`src/rtl/space_invaders_pkg.sv`:
```
// Shared constants, colour codes and march-state encoding for the invader fleet.
package space_invaders_pkg;

  localparam int ROWS          = 4;
  localparam int COLS          = 8;
  localparam int CELLS         = ROWS * COLS;
  localparam int ROW_W         = 2;
  localparam int COL_W         = 3;
  localparam int IDX_W         = 5;
  localparam int CNT_W         = 6;

  localparam int ALIEN_W       = 40;
  localparam int ALIEN_H       = 20;
  localparam int H_PITCH       = 60;
  localparam int V_PITCH       = 35;
  localparam int START_X       = 40;
  localparam int START_Y       = 40;
  localparam int STEP_X        = 1;
  localparam int STEP_Y        = 10;
  localparam int SCREEN_WIDTH  = 640;
  localparam int SCREEN_HEIGHT = 480;
  localparam int INVADE_Y      = 400;

  localparam logic [2:0] BACKGROUND = 3'd0;
  localparam logic [2:0] LASER      = 3'd1;
  localparam logic [2:0] ALIEN      = 3'd2;

  typedef enum logic [2:0] {
    MOVE_RIGHT,
    MOVE_LEFT,
    STEP_DOWN,
    CLEARED,
    INVADED
  } march_state_t;

endpackage

```
`src/rtl/fleet_extent.sv`:
```
// Combinational extents of the live fleet: leftmost/rightmost live column and lowest live row.
module fleet_extent
  import space_invaders_pkg::*;
(
  input  logic [CELLS-1:0] alive,
  output logic [COL_W-1:0] minAliveCol,
  output logic [COL_W-1:0] maxAliveCol,
  output logic [ROW_W-1:0] maxAliveRow
);

  logic [COLS-1:0] col_alive;
  logic [ROWS-1:0] row_alive;

  genvar gi;
  generate
    for (gi = 0; gi < COLS; gi++) begin : g_col
      logic [ROWS-1:0] col_bits;
      for (genvar gr = 0; gr < ROWS; gr++) begin : g_bit
        assign col_bits[gr] = alive[gr*COLS + gi];
      end
      assign col_alive[gi] = |col_bits;
    end
    for (gi = 0; gi < ROWS; gi++) begin : g_row
      assign row_alive[gi] = |alive[gi*COLS +: COLS];
    end
  endgenerate

  // Priority scans; an empty fleet reports zero extents.
  always_comb begin
    minAliveCol = '0;
    maxAliveCol = '0;
    maxAliveRow = '0;
    for (int c = COLS - 1; c >= 0; c--) begin
      if (col_alive[c]) minAliveCol = COL_W'(c);
    end
    for (int c = 0; c < COLS; c++) begin
      if (col_alive[c]) maxAliveCol = COL_W'(c);
    end
    for (int r = 0; r < ROWS; r++) begin
      if (row_alive[r]) maxAliveRow = ROW_W'(r);
    end
  end

endmodule

```
`src/rtl/alien_fleet.sv`:
```
// Invader grid: alive bitmap, fleet march, laser collision scan and per-pixel alien colour.
module alien_fleet
  import space_invaders_pkg::*;
(
  input  logic       clk,
  input  logic       reset,
  input  logic       enable,
  input  logic [9:0] xLaser,
  input  logic [9:0] yLaser,
  input  logic [9:0] hPos,
  input  logic [9:0] vPos,
  output logic       killingAlien,
  output logic [2:0] colorAlien,
  output logic [5:0] aliveCount,
  output logic [9:0] fleetX,
  output logic [9:0] fleetY,
  output logic       fleetCleared,
  output logic       invaded
);

  march_state_t     state_q, state_d;
  logic             dir_left_q, dir_left_d;
  logic [9:0]       fleet_x_q, fleet_x_d;
  logic [9:0]       fleet_y_q, fleet_y_d;
  logic [CELLS-1:0] alive_q, alive_d;
  logic [CNT_W-1:0] alive_cnt_q, alive_cnt_d;
  logic [IDX_W-1:0] scan_idx_q, scan_idx_d;
  logic             hit_wait_q, hit_wait_d;
  logic             kill_q, kill_d;
  logic [2:0]       color_q, color_d;

  logic [CELLS-1:0] pix_in, laser_in;
  logic [COL_W-1:0] min_col, max_col;
  logic [ROW_W-1:0] max_row;
  logic [10:0]      right_edge, left_edge, bottom_edge;
  logic             terminal, scan_en, hit;

  fleet_extent u_extent (
    .alive       (alive_q),
    .minAliveCol (min_col),
    .maxAliveCol (max_col),
    .maxAliveRow (max_row)
  );

  // One box compare per cell for both the pixel and the laser; offsets are constants.
  genvar gi;
  generate
    for (gi = 0; gi < CELLS; gi++) begin : g_cell
      logic [10:0] x_lo, x_hi, y_lo, y_hi;
      assign x_lo = {1'b0, fleet_x_q} + 11'((gi % COLS) * H_PITCH);
      assign x_hi = x_lo + 11'(ALIEN_W - 1);
      assign y_lo = {1'b0, fleet_y_q} + 11'((gi / COLS) * V_PITCH);
      assign y_hi = y_lo + 11'(ALIEN_H - 1);
      assign pix_in[gi] = alive_q[gi] &&
                          ({1'b0, hPos} >= x_lo) && ({1'b0, hPos} <= x_hi) &&
                          ({1'b0, vPos} >= y_lo) && ({1'b0, vPos} <= y_hi);
      assign laser_in[gi] = ({1'b0, xLaser} >= x_lo) && ({1'b0, xLaser} <= x_hi) &&
                            ({1'b0, yLaser} >= y_lo) && ({1'b0, yLaser} <= y_hi);
    end
  endgenerate

  assign right_edge  = {1'b0, fleet_x_q} + 11'(max_col) * 11'(H_PITCH) + 11'(ALIEN_W - 1);
  assign left_edge   = {1'b0, fleet_x_q} + 11'(min_col) * 11'(H_PITCH);
  assign bottom_edge = {1'b0, fleet_y_q} + 11'(max_row) * 11'(V_PITCH) + 11'(ALIEN_H - 1);

  assign terminal = (state_q == CLEARED) || (state_q == INVADED);
  assign scan_en  = (yLaser != 10'd0) && !hit_wait_q && !terminal;
  assign hit      = scan_en && alive_q[scan_idx_q] && laser_in[scan_idx_q];

  // Collision scan, bitmap update and pixel colour.
  always_comb begin
    alive_d     = alive_q;
    alive_cnt_d = alive_cnt_q;
    scan_idx_d  = '0;
    hit_wait_d  = hit_wait_q;
    kill_d      = 1'b0;
    color_d     = (|pix_in) ? ALIEN : BACKGROUND;
    if (scan_en) begin
      if (hit) begin
        alive_d[scan_idx_q] = 1'b0;
        alive_cnt_d         = alive_cnt_q - CNT_W'(1);
        kill_d              = 1'b1;
        hit_wait_d          = 1'b1;
      end else if (scan_idx_q != IDX_W'(CELLS - 1)) begin
        scan_idx_d = scan_idx_q + IDX_W'(1);
      end
    end
    // A laser must vanish before it may score again.
    if (yLaser == 10'd0) hit_wait_d = 1'b0;
  end

  // March state machine; extents come from the pre-hit bitmap.
  always_comb begin
    state_d    = state_q;
    dir_left_d = dir_left_q;
    fleet_x_d  = fleet_x_q;
    fleet_y_d  = fleet_y_q;
    if (!terminal) begin
      if (hit && (alive_cnt_q == CNT_W'(1))) begin
        state_d = CLEARED;
      end else if (bottom_edge >= 11'(INVADE_Y)) begin
        state_d = INVADED;
      end else if (enable) begin
        case (state_q)
          MOVE_RIGHT: begin
            if (right_edge + 11'(STEP_X) <= 11'(SCREEN_WIDTH - 1)) begin
              fleet_x_d = fleet_x_q + 10'(STEP_X);
            end else begin
              state_d    = STEP_DOWN;
              dir_left_d = 1'b1;
            end
          end
          MOVE_LEFT: begin
            if (left_edge >= 11'(STEP_X)) begin
              fleet_x_d = fleet_x_q - 10'(STEP_X);
            end else begin
              state_d    = STEP_DOWN;
              dir_left_d = 1'b0;
            end
          end
          STEP_DOWN: begin
            fleet_y_d = fleet_y_q + 10'(STEP_Y);
            state_d   = dir_left_q ? MOVE_LEFT : MOVE_RIGHT;
          end
          default: state_d = state_q;
        endcase
      end
    end
  end

  // State register with synchronous reset to the starting formation.
  always_ff @(posedge clk) begin
    if (reset) begin
      state_q     <= MOVE_RIGHT;
      dir_left_q  <= 1'b0;
      fleet_x_q   <= 10'(START_X);
      fleet_y_q   <= 10'(START_Y);
      alive_q     <= '1;
      alive_cnt_q <= CNT_W'(CELLS);
      scan_idx_q  <= '0;
      hit_wait_q  <= 1'b0;
      kill_q      <= 1'b0;
      color_q     <= BACKGROUND;
    end else begin
      state_q     <= state_d;
      dir_left_q  <= dir_left_d;
      fleet_x_q   <= fleet_x_d;
      fleet_y_q   <= fleet_y_d;
      alive_q     <= alive_d;
      alive_cnt_q <= alive_cnt_d;
      scan_idx_q  <= scan_idx_d;
      hit_wait_q  <= hit_wait_d;
      kill_q      <= kill_d;
      color_q     <= color_d;
    end
  end

  assign killingAlien = kill_q;
  assign colorAlien   = color_q;
  assign aliveCount   = alive_cnt_q;
  assign fleetX       = fleet_x_q;
  assign fleetY       = fleet_y_q;
  assign fleetCleared = (state_q == CLEARED);
  assign invaded      = (state_q == INVADED);

endmodule

```
`config.mk`:
```
export PLATFORM = sky130hd
export DESIGN_NAME = alien_fleet
export DESIGN_NICKNAME = d
export VERILOG_FILES = /design/src/rtl/space_invaders_pkg.sv /design/src/rtl/fleet_extent.sv /design/src/rtl/alien_fleet.sv
export SDC_FILE = /design/constraint.sdc
export NUM_CORES = 1
export LEC_CHECK = 0
export CAP_MARGIN = 20
export CORE_MARGIN = 4
export CORE_UTILIZATION = 47
export CTS_CLUSTER_SIZE = 24
export DETAILED_ROUTE_END_ITERATION = 10
export PLACE_DENSITY_LB_ADDON = 0.08
export SYNTH_ARGS = -nofsm -noshare
export SYNTH_HDL_FRONTEND = slang
export SYNTH_HIERARCHICAL = 1
export SYNTH_SLANG_ARGS = --single-unit
```
`constraint.sdc`:
```
create_clock -name clk -period 5.2 [get_ports clk]
set_input_delay 0.52 -clock clk [delete_from_list [all_inputs] [get_ports clk]]
set_output_delay 0.52 -clock clk [all_outputs]
set_load 0.02 [all_outputs]
```
==> metrics.txt, run 1 <==
largest net degree at the start of global routing 41; Critical Path RT 5460 ps; Fillers 3241; EDFF count, synth 0; sequential area share after synthesis 0.0844; Worst R2R Path Depth 24; Seq pwr share 0.217; Achievable Freq 193 MHz; setup violators final 0; Clock Power Share 0.247; Post-Syn Instances 1998; Die Height 195 um; switching share of power 0.414; root buf cell clkbuf_16; core box area 34500 um^2; hold crit path type register to register; ratio of cells with drive above 1 in the final layout 0.123; Via Count 16500; count of different cell masters after synthesis 105; CP Capture Point dir_left_q; I/O Buffers 71; Max Slew Vio Count 0; syn avg cell area 8.19 um^2; DR iter-0 viols 1542; Setup Skew 10.4 ps; Die Wd 195 um; depth of the CTS H-tree 3; GPL Wtd Cong 1.01; Final ANT Viol Nets 0; Worst-Skew Late Latency 340 ps; flop2flop setup slack 30 ps; DR vias/cell 6.25; Sink Count 69; class of the most critical setup path register to register; initial cell density of the core 0.475; Syn-to-layout area delta 17.0%; n_diodes 0; pwr dens 136 nW/um^2; RSZ-0062 raised after global routing true; Fin. Hold Viols 0; CP max FO 4; RR Endpoint dir_left_q; reg-to-reg critical path startpoint alive_q[1]; total power draw 2.61 mW; leakage power 8.49 nW; HPWL after detailed placement 47900 um; outcome completed; hold buffers post-CTS 0; # IOs 75; max_slew headroom 0.450; global-route wire length before repair 91800 um; most common cell after layout, fill and taps aside ha_1; Final WS setup 31.5 ps; post-synthesis sequential element count 69; initial antenna violation count 1; Crit. Startpoint alive_q[1]; Least-Margin Pin Slew 824 ps; DIE AREA 37900 um^2; Remaining DRCs 0; asr flop ratio synth 0; gr usage total 0.302; Max VDD drop 0.146 mV; most frequent cells in the layout 424 x ha_1, 162 x a21oi_1, 153 x buf_4; Max-cap violations 0; Worst EP arrival 5430 ps; Crit. End Element register; Mapped Area 16400 um^2; final hold slack 488 ps; Sw Pwr 1.08 mW; Layout Nets 2664; row cnt 68; crit share post-route 0.994; CP Launch Type register; P_int 1.53 mW; Ys Warns 6; clock tree buffer depth 2; Primary FF master, synth dfxtp_1; TritonCTS buffer count 9; drt first pass iters 5; Post-Route WL 59200 um; TritonCTS clock tree yes; Avg WL per Cell 22.4 um; Clock transition at path regs 60 ps; GRT overflow 0; setup slack at placement -155 ps; vias in the first global route 16000; Comb power frac 0.536; time the worst path needs with I/O delays and setup 5170 ps; setup TNS 0 ps
## area by class of cell
type	count	area, um^2	share of cell area
Clock buffer	12	236	0.0124
Multi-Input combinational cell	1752	14500	0.755
Sequential cell	69	1380	0.0723
Inverter	117	439	0.0229
Tap cell	455	569	0.0297
Clock inverter	4	72.6	0.00379
Timing Repair Buffer	231	1990	0.104
## how the worst min path moves through the flow
stage	start	depth (start not counted)	slack (ps)	to
floorplan	dir_left_q	2	450	dir_left_q
CTS	dir_left_q	2	480	dir_left_q
detailed placement	dir_left_q	2	480	dir_left_q
global placement	dir_left_q	2	460	dir_left_q
finish	dir_left_q	2	490	dir_left_q
global route	dir_left_q	2	510	dir_left_q
## cells in the mapped netlist (10+ instances only)
cell | number | share of area
ha_1 | 431 | 0.33
nand3_1 | 80 | 0.024
nor3_1 | 40 | 0.012
nor4_1 | 22 | 0.0084
or3_1 | 15 | 0.0057
nand2b_1 | 29 | 0.011
o21a_1 | 31 | 0.014
clkbuf_1 | 31 | 0.0071
xnor2_1 | 103 | 0.055
nor2b_1 | 28 | 0.011
dfxtp_1 | 69 | 0.084
a21o_1 | 85 | 0.039
and3_1 | 19 | 0.0073
nand4_1 | 24 | 0.0092
nand2_1 | 86 | 0.020
a2111oi_0 | 10 | 0.0054
buf_2 | 11 | 0.0034
o2111ai_1 | 10 | 0.0054
nor2_1 | 104 | 0.024
fa_1 | 10 | 0.012
inv_1 | 113 | 0.026
o211ai_1 | 18 | 0.0083
xor2_1 | 34 | 0.018
a31oi_1 | 13 | 0.0050
a21oi_1 | 164 | 0.050
a211o_1 | 14 | 0.0075
a211oi_1 | 31 | 0.014
o21ai_0 | 105 | 0.032
a21boi_0 | 17 | 0.0078
o21bai_1 | 20 | 0.0092
## repair_timing
action                     CTS  global route
pin swaps                   21            15
gates cloned                 1             0
setup endpoints to repair   19            32
setup buffers                5             6
resized for setup           22            24
## logic make-up after synthesis
logic type,after synthesis,synth area share
other cells,1,0.000229
compound gates,624,0.260
simple gates,514,0.166
buf+inv,179,0.0463
flops,69,0.0844
xor+xnor,139,0.0753
fa+ha+maj,452,0.349
mux,20,0.0186
## flip-flops by register name, indices dropped and copies added, names as in the netlist
signal,cells
alive_q,32
fleetX,10
fleetY,9
aliveCount,6
scan_idx_q,5
state_q,3
colorAlien,1
dir_left_q,1
hit_wait_q,1
killingAlien,1
## worst max-delay path, cell delays in order (launching register included)
cell and delay, ps:
dfxtp_1 320, nor4_2 340, buf_4 190, o21ai_2 60, a21boi_2 140, o21ai_2 80
buf_4 150, buf_4 120, buf_4 130, ha_1 190, ha_2 190, fa_1 500
inv_2 50, ha_4 250, inv_2 40, ha_4 210, a21o_1 200, xnor2_1 140
or4_4 530, a31oi_4 210, a2111oi_4 100, nand2b_4 170, or3_1 320, or3_1 310
a21oi_1 120
## metrics by stage
| step | area (um^2) | utilization | std cells |
|---|---|---|---|
| floorplan | 16400 | - | 2000 |
| global placement | 18500 | 0.537 | 2613 |
| detailed placement | 18500 | 0.537 | 2613 |
| CTS | 19000 | 0.552 | 2635 |
| global route | 19100 | 0.556 | 2640 |
| finish | 19100 | 0.556 | 2640 |
## routing by layer
metal  part of all wire  global-route usage  vias up
met4              0.026              0.0768        0
met2               0.43               0.470      650
met3              0.082              0.0636      110
met1               0.46               0.428     7855
li1                   -                   -     7891
met5                  0                   0        -
## power by group through the flow
stage	Sequential, mW	Combinational, mW	Clock [mW]
final	0.566	1.40	0.644
after global routing	0.566	1.54	0.676
after CTS	0.565	1.36	0.654
after detailed placement	0.576	1.34	0
after global placement	0.576	1.32	0
after floorplan	0.581	0.845	0
No activity file was read; power rests on OpenSTA's default activity.
==> run 2: changes to the inputs <==
Settings changed: ABC_AREA set to 1.
==> run 2 against run 1 <==
Against the previous run:
- wire length grew 6.4%
- critical endpoint is now fleetX[9]
- sequential share of layout area about the same
- largest cell class unchanged
- combinational power rose to 6.9 times the previous value
- critical path type unchanged
- largest power group unchanged
==> metrics.txt, run 2 <==
Die Height 199 um (+2.1%); placed insts 3195 (+22%); Post-synth top cells 663 x nand2_1, 431 x ha_1, 277 x inv_1; initial antenna violation count 0 (-1); Layout Cells excl Fill 3221 (+22%); reg-to-reg critical path startpoint alive_q[3]; most common cell after layout, fill and taps aside nand2_1; Max Slew Vio Count 0 (unchanged); Least-Margin Pin Slew 1090 ps (+261 ps); Post-Syn Instances 2647 (+32%); TritonCTS clock tree yes; setup violators final 0 (unchanged); Worst R2R Path Depth 29 (+21%); Mapped Area 17100 um^2 (+4.5%); Crit. End Element register; global-route wire length before repair 97000 um (+5.6%); Post-Route WL 63000 um (+6.4%); Crit. Startpoint alive_q[3]; Worst EP arrival 5300 ps (-130 ps); I/O Buffers 71 (unchanged); RR Endpoint fleetX[9]; DIE AREA 39500 um^2 (+4.3%); sequential area share after synthesis 0.0808 (-0.00362); Via Count 18800 (+14%); count leader, synth nand2_1; core box area 35700 um^2 (+3.7%); hold crit path type register to register; row cnt 69 (+1.5%); ratio of cells with drive above 1 in the final layout 0.0670 (-0.0561); initial cell density of the core 0.478 (+0.00346); time the worst path needs with I/O delays and setup 5010 ps (-157 ps); Layout Nets 3240 (+22%); leakage power 9.86 nW (+16%); count of different cell masters after synthesis 67 (-36%); Syn-to-layout area delta 11.6%; HPWL after detailed placement 51500 um (+7.6%); outcome completed; Sink Count 69 (unchanged); slowest cell delay on critical path 510 ps (-20 ps); depth of the CTS H-tree 3 (unchanged); Max VDD drop 0.264 mV (+81%); pwr dens 574 nW/um^2 (+320%); post-synthesis sequential element count 69 (unchanged); post-synth top area share 0.315 (-0.0141); CP max FO 6 (+2); post-layout instance area 19100 um^2 (-0.31%); drt first pass iters 8 (+3); Reg with most FFs alive_q; GRT overflow 0 (unchanged); clock tree buffer depth 2 (unchanged); EDFF count, synth 0 (unchanged); max_slew headroom 0.275 (-0.175); hold buffers post-CTS 0 (unchanged); CP Launch Type register; Crit-path slowest cell fa_2; final hold slack 489 ps (+1.34 ps); Avg WL per Cell 19.6 um (-13%); Critical Path RT 5490 ps (+30 ps); syn avg cell area 6.46 um^2 (-21%); flop2flop setup slack 190 ps (+160 ps); DR iter-0 viols 1622 (+5.2%); Achievable Freq 200 MHz (+3.1%); crit share post-route 0.964 (-0.0302); Setup Skew 16.5 ps (+6.03 ps); synth top area cells ha_1 32%, nand2_1 15%, dfxtp_1 8.1%; class of the most critical setup path register to register; asr flop ratio synth 0 (unchanged); vias in the first global route 17500 (+9.4%); Clock transition at path regs 70 ps (about the same); n_diodes 0 (unchanged); Die Wd 199 um (+2.1%); Final ANT Viol Nets 0 (unchanged); DP Area 18600 um^2 (+0.52%); most frequent cells in the layout 659 x nand2_1, 427 x ha_1, 277 x inv_1; gr usage total 0.311 (+0.00884); CP Capture Point fleetX[9]; root buf cell clkbuf_16; GPL Wtd Cong 1.02 (+0.96%); Remaining DRCs 0 (unchanged); # IOs 75 (unchanged); Primary FF master, synth dfxtp_1; Fin. Hold Viols 0 (unchanged); TritonCTS buffer count 9 (unchanged); max FFs per register 32 (unchanged); Max-cap violations 0 (unchanged); largest net degree at the start of global routing 29 (-29%); largest area contributor in the netlist ha_1; Worst-Skew Late Latency 360 ps (+20 ps); Ys Warns 6 (unchanged); DR vias/cell 5.83 (-6.7%)
run 2: cells by family (layout without fill, tap and decap cells):
kind of cell	Yosys count	in the layout	synth area share
and+or+nand+nor	1251	1252	0.318
adders and majority gates	441	441	0.327
AOI/OAI and AO/OA	440	440	0.147
buffers and inverters	360	470	0.0834
xor gates and xnor gates	85	85	0.0440
DFF	69	69	0.0808
other	1	3	0.000219
run 2: worst min path at each step:
stage	startpoint	end	slack, ps	cells after the start
3_5_place_dp	dir_left_q	dir_left_q	470	2
3_3_place_gp	dir_left_q	dir_left_q	460	2
5_1_grt	dir_left_q	dir_left_q	500	2
2_1_floorplan	dir_left_q	dir_left_q	440	2
6_report	dir_left_q	dir_left_q	490	2
4_1_cts	dir_left_q	dir_left_q	480	2
run 2: what timing repair did:
action	CTS	global route
resized for setup	0	28
endpoints found under the setup margin	0	28
buffers inserted	0	9
run 2: metal layers:
metal / wire [um] / part of all wire / vias to the layer above / GRT usage
met5: 0 / 0 / - / 0
met4: 1760 / 0.028 / 0 / 0.0892
met3: 5590 / 0.089 / 119 / 0.0556
met2: 26200 / 0.42 / 798 / 0.466
met1: 29400 / 0.47 / 8678 / 0.456
li1: - / - / 9185 / -
run 2: area by class of cell:
class / instances / area [um^2]
clock inverter: 6 / 63.8
inverter: 309 / 1160
fill: 3637 / 16700
sequential: 69 / 1390
tap: 461 / 577
timing repair buffer: 146 / 1280
multi-input combinational: 2221 / 14400
clock buffer: 9 / 225
run 2: critical path, delay by kind of cell, from the launching register on:
kind	cells	cell delay, ps
fa+ha+maj	5	1710
simple gates	14	1470
compound gates	4	780
buf+inv	5	460
flops	1	340
xor+xnor	1	180
run 2: power breakdown:
group	total, mW	internal, mW	leakage (nW)	switching [mW]
combinational	9.59	3.33	9.16	6.25
clock	0.643	0.369	0.138	0.274
sequential	0.721	0.606	0.560	0.115
total	11.0	4.31	9.86	6.64
run 2: per-stage QoR:
step / power, mW / worst slack, ps / util / TNS (ps)
floorplan: 7.22 / 425 / - / 0
global placement: 9.74 / 149 / 0.521 / 0
detailed placement: 9.97 / 71.8 / 0.521 / 0
CTS: 10.7 / 44.6 / 0.529 / 0
global route: 12.1 / -82.5 / 0.534 / -575
finish: 11.0 / 188 / 0.534 / 0
==> run 3: changes to the inputs <==
Settings changed: RECOVER_POWER set to 50, REMOVE_ABC_BUFFERS set to 1.
==> run 3 against run 2 <==
Against the previous run:
- sequential power is 3.5% lower
- maximum frequency is 1.4% higher
- final cell count hardly changed
- cell area hardly changed
- via count is 0.31% lower
- global-route usage is 1.1 points higher
- wire length is 2.4% higher
- critical path type unchanged
- critical endpoint is now fleetX[6]
- largest cell class unchanged
- highest routed layer unchanged
==> metrics.txt, run 3 (synthesis results as in run 2) <==
Setup Skew 13.1 ps (-3.39 ps); most frequent cells in the layout 659 x nand2_1, 429 x ha_1, 276 x inv_1; Least-Margin Pin Slew 1010 ps (-72.0 ps); crit share post-route 0.951 (-0.0132); sequential cell area 1380 um^2 (-0.45%); Max Slew Vio Count 0 (unchanged); TritonCTS clock tree yes; Die Height 199 um (unchanged); slowest cell delay on critical path 480 ps (-30 ps); Clock transition at path regs 60 ps (about the same); Crit-path slowest cell fa_2; CP bufs+invs 5 (unchanged); Fin. Hold Viols 0 (unchanged); Worst-Skew Late Latency 380 ps (+20 ps); RR Endpoint fleetX[6]; HPWL after detailed placement 51700 um (+0.40%); Post-Route Utilization 0.534 (about the same); final hold slack 473 ps (-16.0 ps); Layout Nets 3242 (+0.062%); Critical Path RT 5470 ps (-20 ps); Final WS setup 257 ps (+68.9 ps); leakage power 9.92 nW (+0.62%); hold buffers post-CTS 0 (unchanged); core box area 35700 um^2 (unchanged); Avg WL per Cell 20.0 um (+2.3%); root buf cell clkbuf_16; Worst Hold Path Cells 2 (unchanged); Fillers 3742 (+2.9%); Reg with most FFs alive_q; Max VDD drop 0.316 mV (+20%); gr usage total 0.322 (+0.0106); Max-cap violations 0 (unchanged); ratio of cells with drive above 1 in the final layout 0.0670 (-0.0000728); Die Wd 199 um (unchanged); Via Count 18700 (-0.31%); global-route wire length before repair 98900 um (+2.0%); vias in the first global route 17500 (+0.19%); Remaining DRCs 0 (unchanged); I/O Buffers 71 (unchanged); total power draw 10.8 mW (-1.7%); Achievable Freq 202 MHz (+1.4%); # IOs 75 (unchanged); initial antenna violation count 0 (unchanged); Sink Count 69 (unchanged); pwr dens 564 nW/um^2 (-1.8%); setup slack at placement 87.2 ps (+15.5 ps); Crit. End Element register; Crit. Startpoint alive_q[10]; hold crit path type register to register; most common cell after layout, fill and taps aside nand2_1; TritonCTS buffer count 9 (unchanged); largest net degree at the start of global routing 30 (+3.4%); CP Launch Type register; setup TNS 0 ps (unchanged); Post-Route WL 64500 um (+2.4%); CP max FO 6 (unchanged); CP delay by family, top adder cells; row cnt 69 (unchanged); DIE AREA 39500 um^2 (unchanged); DR iter-0 viols 1491 (-8.1%); max_slew headroom 0.322 (+0.0467); Worst Hold Path EP dir_left_q; most used cell along the critical path nand2_1; multi-input logic area 14400 um^2 (about the same); Syn-to-layout area delta 11.7% (about the same); outcome completed; DR vias/cell 5.81 (-0.41%); clock tree buffer depth 2 (unchanged); max FFs per register 32 (unchanged); Worst EP arrival 5210 ps (-90 ps); Worst Hold Launch dir_left_q; depth of the CTS H-tree 3 (unchanged); Final ANT Viol Nets 0 (unchanged); class of the most critical setup path register to register; drt first pass iters 6 (-2); time the worst path needs with I/O delays and setup 4940 ps (-68.9 ps); flop2flop setup slack 260 ps (+70 ps); n_diodes 0 (unchanged); GPL Wtd Cong 1.02 (+0.65%); initial cell density of the core 0.478 (unchanged); GRT overflow 0 (unchanged); setup violators final 0 (unchanged); Worst R2R Path Depth 31 (+6.9%); reg-to-reg critical path startpoint alive_q[10]
## run 3: cell count changes in the layout (fill, tap and decap cells not counted), moves of 2 or more
cell | previous run | this run
buf_4 | 72 | 75
ha_1 | 427 | 429
ha_2 | 2 | 0
dfxtp_2 | 3 | 1
dlygate4sd3_1 | 0 | 23
clkinv_4 | 0 | 2
clkdlybuf4s50_1 | 71 | 48
dfxtp_1 | 65 | 68
## run 3: cell type report
class / count / area share
Timing Repair Buffer: 149 / 0.0682
Clock inverter: 7 / 0.00269
Tap cell: 461 / 0.0302
Sequential cell: 69 / 0.0724
Inverter: 309 / 0.0607
Multi-Input combinational cell: 2220 / 0.754
Clock buffer: 9 / 0.0118
## run 3: how the worst max path moves through the flow
stage                            to  cells past startpoint
after floorplan           fleetX[5]                     26
after global placement    fleetX[5]                     30
after detailed placement  fleetX[5]                     29
after CTS                 fleetX[5]                     29
after global routing      fleetX[6]                     31
final                     fleetX[6]                     31
## run 3: metrics by stage
| stage | area [um^2] | instances |
|---|---|---|
| final | 19100 | 3224 |
| after global routing | 19100 | 3224 |
| after CTS | 18900 | 3219 |
| after detailed placement | 18700 | 3203 |
| after global placement | 18700 | 3203 |
| after floorplan | 16800 | 2598 |
## run 3: per-layer routing
metal	global-route usage	vias to the layer above	wire length, um
met4	0.125	0	2820
met5	0	-	0
met2	0.506	787	27800
met1	0.444	8603	28700
li1	-	9195	-
met3	0.0476	136	5200
## run 3: what timing repair did
| action | 4_1_cts | 5_1_grt |
|---|---|---|
| buffers inserted | 0 | 4 |
| resized for setup | 0 | 28 |
| setup endpoints to repair | 0 | 18 |
## run 3: worst min-delay path, stage by stage (launching register included)
cell,delay (ps)
dfxtp_1,320
nand2_1,60
a21oi_1,50
## run 3: power breakdown
group	switching, mW	internal, mW
combinational	6.17	3.29
sequential	0.0913	0.605
clock	0.281	0.324
